==> src/rtl/nibble_serial_adder_ctrl_if.sv <==
// Operand/result handshake bundle for nibble_serial_adder_ctrl.
// The sub field exists only when NIBBLE_SERIAL_ADDER_CTRL_SUB_EN is defined.
interface nibble_serial_adder_ctrl_if #(
    parameter int WIDTH = 8
);
    logic             in_valid;
    logic             in_ready;
    logic [WIDTH-1:0] a;
    logic [WIDTH-1:0] b;
    logic             c;
`ifdef NIBBLE_SERIAL_ADDER_CTRL_SUB_EN
    logic             sub;
`endif
    logic             out_valid;
    logic             out_ready;
    logic [WIDTH:0]   out;

`ifdef NIBBLE_SERIAL_ADDER_CTRL_SUB_EN
    modport master (
        output in_valid, a, b, c, sub, out_ready,
        input  in_ready, out_valid, out
    );
    modport slave (
        input  in_valid, a, b, c, sub, out_ready,
        output in_ready, out_valid, out
    );
`else
    modport master (
        output in_valid, a, b, c, out_ready,
        input  in_ready, out_valid, out
    );
    modport slave (
        input  in_valid, a, b, c, out_ready,
        output in_ready, out_valid, out
    );
`endif
endinterface

==> src/rtl/nibble_serial_adder_ctrl.sv <==
// WIDTH-bit adder built from one 4-bit add slice, one nibble per clock, LSB first.
// Define NIBBLE_SERIAL_ADDER_CTRL_SUB_EN to add the sub (a-b) operand mode.
module nibble_serial_adder_ctrl #(
    parameter int WIDTH = 8
) (
    input  logic                             clk,
    input  logic                             rst,
    nibble_serial_adder_ctrl_if.slave        bus,
    output logic                             busy
);
    localparam int N    = WIDTH / 4;
    localparam int IDXW = (N > 1) ? $clog2(N) : 1;
    localparam logic [IDXW-1:0] LAST_IDX = IDXW'(N - 1);

    generate
        if (WIDTH < 4 || (WIDTH % 4) != 0) begin : g_bad_width
            $error("nibble_serial_adder_ctrl: WIDTH must be a multiple of 4 and >= 4");
        end
    endgenerate

    typedef enum logic [1:0] {
        IDLE = 2'd0,
        RUN  = 2'd1,
        DONE = 2'd2
    } state_t;

    state_t           state;
    state_t           state_nxt;
    logic [WIDTH-1:0] a_r;
    logic [WIDTH-1:0] b_r;
    logic             carry_r;
    logic [IDXW-1:0]  idx;
    logic [WIDTH:0]   out_r;
    logic             out_valid_r;
    logic             accept;
    logic             sub_in;
    logic [3:0]       a_nib;
    logic [3:0]       b_nib;
    logic [4:0]       nib_sum;

`ifdef NIBBLE_SERIAL_ADDER_CTRL_SUB_EN
    assign sub_in = bus.sub;
`else
    assign sub_in = 1'b0;
`endif

    assign accept = (state == IDLE) && bus.in_valid;

    // The single shared 4-bit add slice, fed by the nibble selected by idx.
    assign a_nib   = a_r[{idx, 2'b00} +: 4];
    assign b_nib   = b_r[{idx, 2'b00} +: 4];
    assign nib_sum = {1'b0, a_nib} + {1'b0, b_nib} + {4'b0000, carry_r};

    // NOTE: sequential state uses non-blocking assignments so every register
    // samples pre-edge values regardless of statement order.
    always_ff @(posedge clk) begin
        if (rst) begin
            state <= IDLE;
        end else begin
            state <= state_nxt;
        end
    end

    always_comb begin
        // NOTE: default assignment first, so no branch leaves state_nxt
        // unassigned and no latch is inferred.
        state_nxt = state;
        unique case (state)
            IDLE:    if (bus.in_valid)     state_nxt = RUN;
            RUN:     if (idx == LAST_IDX)  state_nxt = DONE;
            DONE:    if (bus.out_ready)    state_nxt = IDLE;
            default:                       state_nxt = IDLE;
        endcase
    end

    always_comb begin
        bus.in_ready = (state == IDLE);
        busy         = (state != IDLE);
    end

    assign bus.out       = out_r;
    assign bus.out_valid = out_valid_r;

    // Datapath: operand capture, per-nibble write-back and result handoff.
    always_ff @(posedge clk) begin
        if (rst) begin
            a_r         <= '0;
            b_r         <= '0;
            carry_r     <= 1'b0;
            idx         <= '0;
            out_r       <= '0;
            out_valid_r <= 1'b0;
        end else begin
            if (accept) begin
                a_r     <= bus.a;
                b_r     <= sub_in ? ~bus.b : bus.b;
                carry_r <= sub_in ? 1'b1 : bus.c;
                idx     <= '0;
            end

            if (state == RUN) begin
                out_r[{idx, 2'b00} +: 4] <= nib_sum[3:0];
                carry_r                  <= nib_sum[4];
                if (idx == LAST_IDX) begin
                    out_r[WIDTH] <= nib_sum[4];
                    out_valid_r  <= 1'b1;
                    idx          <= '0;
                end else begin
                    idx <= idx + IDXW'(1);
                end
            end

            if (state == DONE && bus.out_ready) begin
                out_valid_r <= 1'b0;
            end
        end
    end
endmodule

==> src/flat_wrapper.sv <==
// flat-port wrapper written by rule: the top's interface ports become plain ports
module nibble_serial_adder_ctrl_flat 
#(
    parameter int WIDTH = 8
)
  (clk, rst, busy, bus_in_valid, bus_a, bus_b, bus_c, bus_out_ready, bus_in_ready, bus_out_valid, bus_out);
  nibble_serial_adder_ctrl_if #(.WIDTH(WIDTH)) bus_i ();
  input  logic clk;
  input  logic rst;
  output logic busy;
  input wire logic [$bits(bus_i.in_valid)-1:0] bus_in_valid;
  input wire logic [$bits(bus_i.a)-1:0] bus_a;
  input wire logic [$bits(bus_i.b)-1:0] bus_b;
  input wire logic [$bits(bus_i.c)-1:0] bus_c;
  input wire logic [$bits(bus_i.out_ready)-1:0] bus_out_ready;
  output wire logic [$bits(bus_i.in_ready)-1:0] bus_in_ready;
  output wire logic [$bits(bus_i.out_valid)-1:0] bus_out_valid;
  output wire logic [$bits(bus_i.out)-1:0] bus_out;
  assign bus_i.in_valid = bus_in_valid;
  assign bus_i.a = bus_a;
  assign bus_i.b = bus_b;
  assign bus_i.c = bus_c;
  assign bus_i.out_ready = bus_out_ready;
  assign bus_in_ready = bus_i.in_ready;
  assign bus_out_valid = bus_i.out_valid;
  assign bus_out = bus_i.out;
  nibble_serial_adder_ctrl #(.WIDTH(WIDTH)) u_core (.clk(clk), .rst(rst), .bus(bus_i), .busy(busy));
endmodule
==> config.mk <==
export PLATFORM = sky130hd
export DESIGN_NAME = nibble_serial_adder_ctrl_flat
export DESIGN_NICKNAME = d
export VERILOG_FILES = /design/src/rtl/nibble_serial_adder_ctrl_if.sv /design/src/rtl/nibble_serial_adder_ctrl.sv /design/src/flat_wrapper.sv
export SDC_FILE = /design/constraint.sdc
export NUM_CORES = 1
export LEC_CHECK = 0
export CORE_MARGIN = 2
export CORE_UTILIZATION = 52
export DETAILED_ROUTE_END_ITERATION = 6
export PLACE_DENSITY = 0.83
export SYNTH_ARGS = -nofsm -noshare
export SYNTH_HDL_FRONTEND = slang
export SYNTH_SLANG_ARGS = --single-unit
==> constraint.sdc <==
create_clock -name clk -period 4 [get_ports clk]
set_clock_uncertainty 0.05 [all_clocks]
set_input_delay 0.8 -clock clk [delete_from_list [all_inputs] [get_ports clk]]
set_output_delay 0.8 -clock clk [all_outputs]
set_load 0.02 [all_outputs]
==> results.toml <==
[timing]
timing_hold_violations_final = 0
worst_pin_slew_ns = 0.651
rsz0062_at_grt = "no"
max_slew_margin_pct = 56.6
fin_ws_ns = 1.29
setup_viol = 0
fin_setup_tns_ns = 0
max_freq_mhz = 369
finalCriticalPeriod_ns = 2.71
finalCritPeriodShare_pct = 67.8
slew_viol_final = 0

[drt]
wl_per_cell_um = 12.9
via_count = 1148
drt_iter0_drc = 22
drc = 0
detail-route-antenna-nets = 0
vias_per_cell = 5.31
wirelength_mm = 2.78
first_pass_iters = 4

[finish]
final_cell_mix = "nand2_1, clkdlybuf4s50_1, dfxtp_1"
fillerInstances = 205
fin_cells = 216
finalNetCount = 211
n_antenna_cell = 0
final_common_cell = "nand2_1"
syn_to_final_growth_pct = 25.7
drive_above_1_share_pct = 11.8

[synth]
syn_nets = 181
syn_inst = 155
synth_area_leaders = "dfxtp_1, nand2_1, a21oi_1"
netlist.area_leader.share_pct = 42.6
yosysTopAreaCell = "dfxtp_1"
ys_seq_area_share_pct = 42.6
syn_avg_cell_area_um2 = 9.09
ys_ff_latch = 30
syn_area_um2 = 1410
yosysWarnings = 0
ys_types = 32

[critical_path]
required_ns = 4.16
path_cells = "mux2_2 -> fa_1 -> fa_1 -> a21o_1 -> a211oi_1 -> a311oi_1"
path_common_cell = "fa_1"
cp_slowest_cell = "dfxtp_1"
cp_max_fo = 15
crit_path_end_kind = "flop"
arrival_ns = 2.87
start_kind = "flop"
worstSetupPathType = "reg2reg"
crit_path_max_incr_delay_ns = 0.71

[placed_design]
portBuffers = 32
gp_congestion = 0.818
dp.cells = 208
pre_cts_ws_ns = 1.33
dp_hpwl_mm = 2.02

[global_routing]
grt_pass1_vias = 1122
grt_max_degree = 32
grt_pass1_wl_mm = 4.75
gr-usage-all-layers_pct = 19.2
grt-ovfl-total = 0
antenna_found_initial = 0

[cts]
clk_pin_slew_ns = 0.10
cts_hold_buf = 0
clock-sinks = 30
clock_latency_ns = 0.34
root_buffer = "clkbuf_4"
postCtsSetupRepairBufs = 0
clockBufferDepth = 2
cts_buffers = 5
tritoncts = "done"
cts-resized-gates = 0
htree_levels = 2

[die]
ios = 33
chipWidth_um = 56.1
die_y_um = 56.1
fp.dieArea_um2 = 3140
core_area_um2 = 2520
num_rows = 18
initial_core_util_pct = 55.9

[power]
power.density_nw_per_um2 = 372
power_leakage_nw = 0.691
irDropWorstVdd_uv = 252

[worst_hold_path]
min_path_type = "reg2reg"

[run_status]
outcome = "finished clean"

[job]
drv_cap = 0
## worst paths after layout
kind,startpoint,endpoint,slack [ns],depth (start not counted)
max,u_core.idx,u_core.carry_r,1.29,6
min reg2reg,u_core.a_r[2],u_core.a_r[2],0.41,2
min,u_core.a_r[2],u_core.a_r[2],0.41,2
max reg2reg,u_core.idx,u_core.carry_r,1.29,6
## layout make-up
type	count	area [um2]	area share [%]
Inverter	2	7.51	0.424
Tap cell	30	37.5	2.12
Clock buffer	7	55.1	3.11
Timing Repair Buffer	33	328	18.5
Multi-Input combinational cell	113	737	41.6
Sequential cell	30	601	33.9
Clock inverter	1	5.00	0.283
## power by group
| group | switching, mW | internal, mW | leakage, nW | total, mW |
|---|---|---|---|---|
| Clock | 0.104 | 0.0850 | 0.0353 | 0.189 |
| Sequential | 0.0173 | 0.318 | 0.245 | 0.335 |
| Combinational | 0.0656 | 0.0693 | 0.411 | 0.135 |
| Total | 0.187 | 0.472 | 0.691 | 0.659 |
## stage by stage
stage / utilization, % / hold WS, ns / cell area (um2) / total power [mW]
2_1_floorplan: - / 0.383 / 1410 / 0.428
3_3_place_gp: 67.8 / 0.392 / 1710 / 0.471
3_5_place_dp: 67.8 / 0.398 / 1710 / 0.477
4_1_cts: 70.2 / 0.411 / 1770 / 0.661
5_1_grt: 70.2 / 0.434 / 1770 / 0.695
6_report: 70.2 / 0.413 / 1770 / 0.659
## flip-flops by register name, summed over array words and instances, names as in the netlist
register / cells
u_core.b_r: 8
u_core.a_r: 8
u_core.carry_r: 1
u_core.state: 2
u_core.idx: 1
u_core.bus.out_valid: 1
u_core.bus.out: 9
## metal layers
metal  up-vias  wire length (um)  GRT usage [%]
met3         5               160           6.51
met2        28              1340           33.1
met1       522              1250           21.6
met5         -                 0              0
met4         0                28           7.82
li1        593                 -              -
## cells in the mapped netlist, drive strengths merged
| library cell | count |
|---|---|
| mux2i | 3 |
| dfxtp | 30 |
| nand2b | 3 |
| inv | 2 |
| ha | 3 |
| or2 | 1 |
| a311oi | 1 |
| and3b | 1 |
| nor3 | 2 |
| a311o | 2 |
| buf | 7 |
| a211oi | 4 |
| or3b | 2 |
| nor2 | 9 |
| a21o | 3 |
| nand3 | 1 |
| fa | 2 |
| a21oi | 21 |
| xnor2 | 1 |
| a2bb2oi | 1 |
| clkbuf | 3 |
| nand3b | 1 |
| nor3b | 4 |
| a2111oi | 2 |
| nand2 | 38 |
| mux2 | 8 |
## logic make-up (layout without fill, tap and decap cells)
kind of cell	count (synthesis)	count (layout)	synth area share, %
XOR/XNOR	1	1	0.622
adder cells (fa/ha/maj)	5	5	5.51
buffers and inverters	12	43	5.06
AO/OA/AOI/OAI	34	34	16.4
AND/OR/NAND/NOR	62	62	21.2
multiplexers	11	11	8.53
flip-flops	30	30	42.6
## worst max-delay path: cells and delay by family (launching register included)
kind | cells | cell delay (ns)
adders and majority gates | 2 | 0.86
DFF | 1 | 0.71
AOI/OAI and AO/OA | 3 | 0.54
muxes | 1 | 0.42
Note: power is estimated with default switching activity, not from simulation.
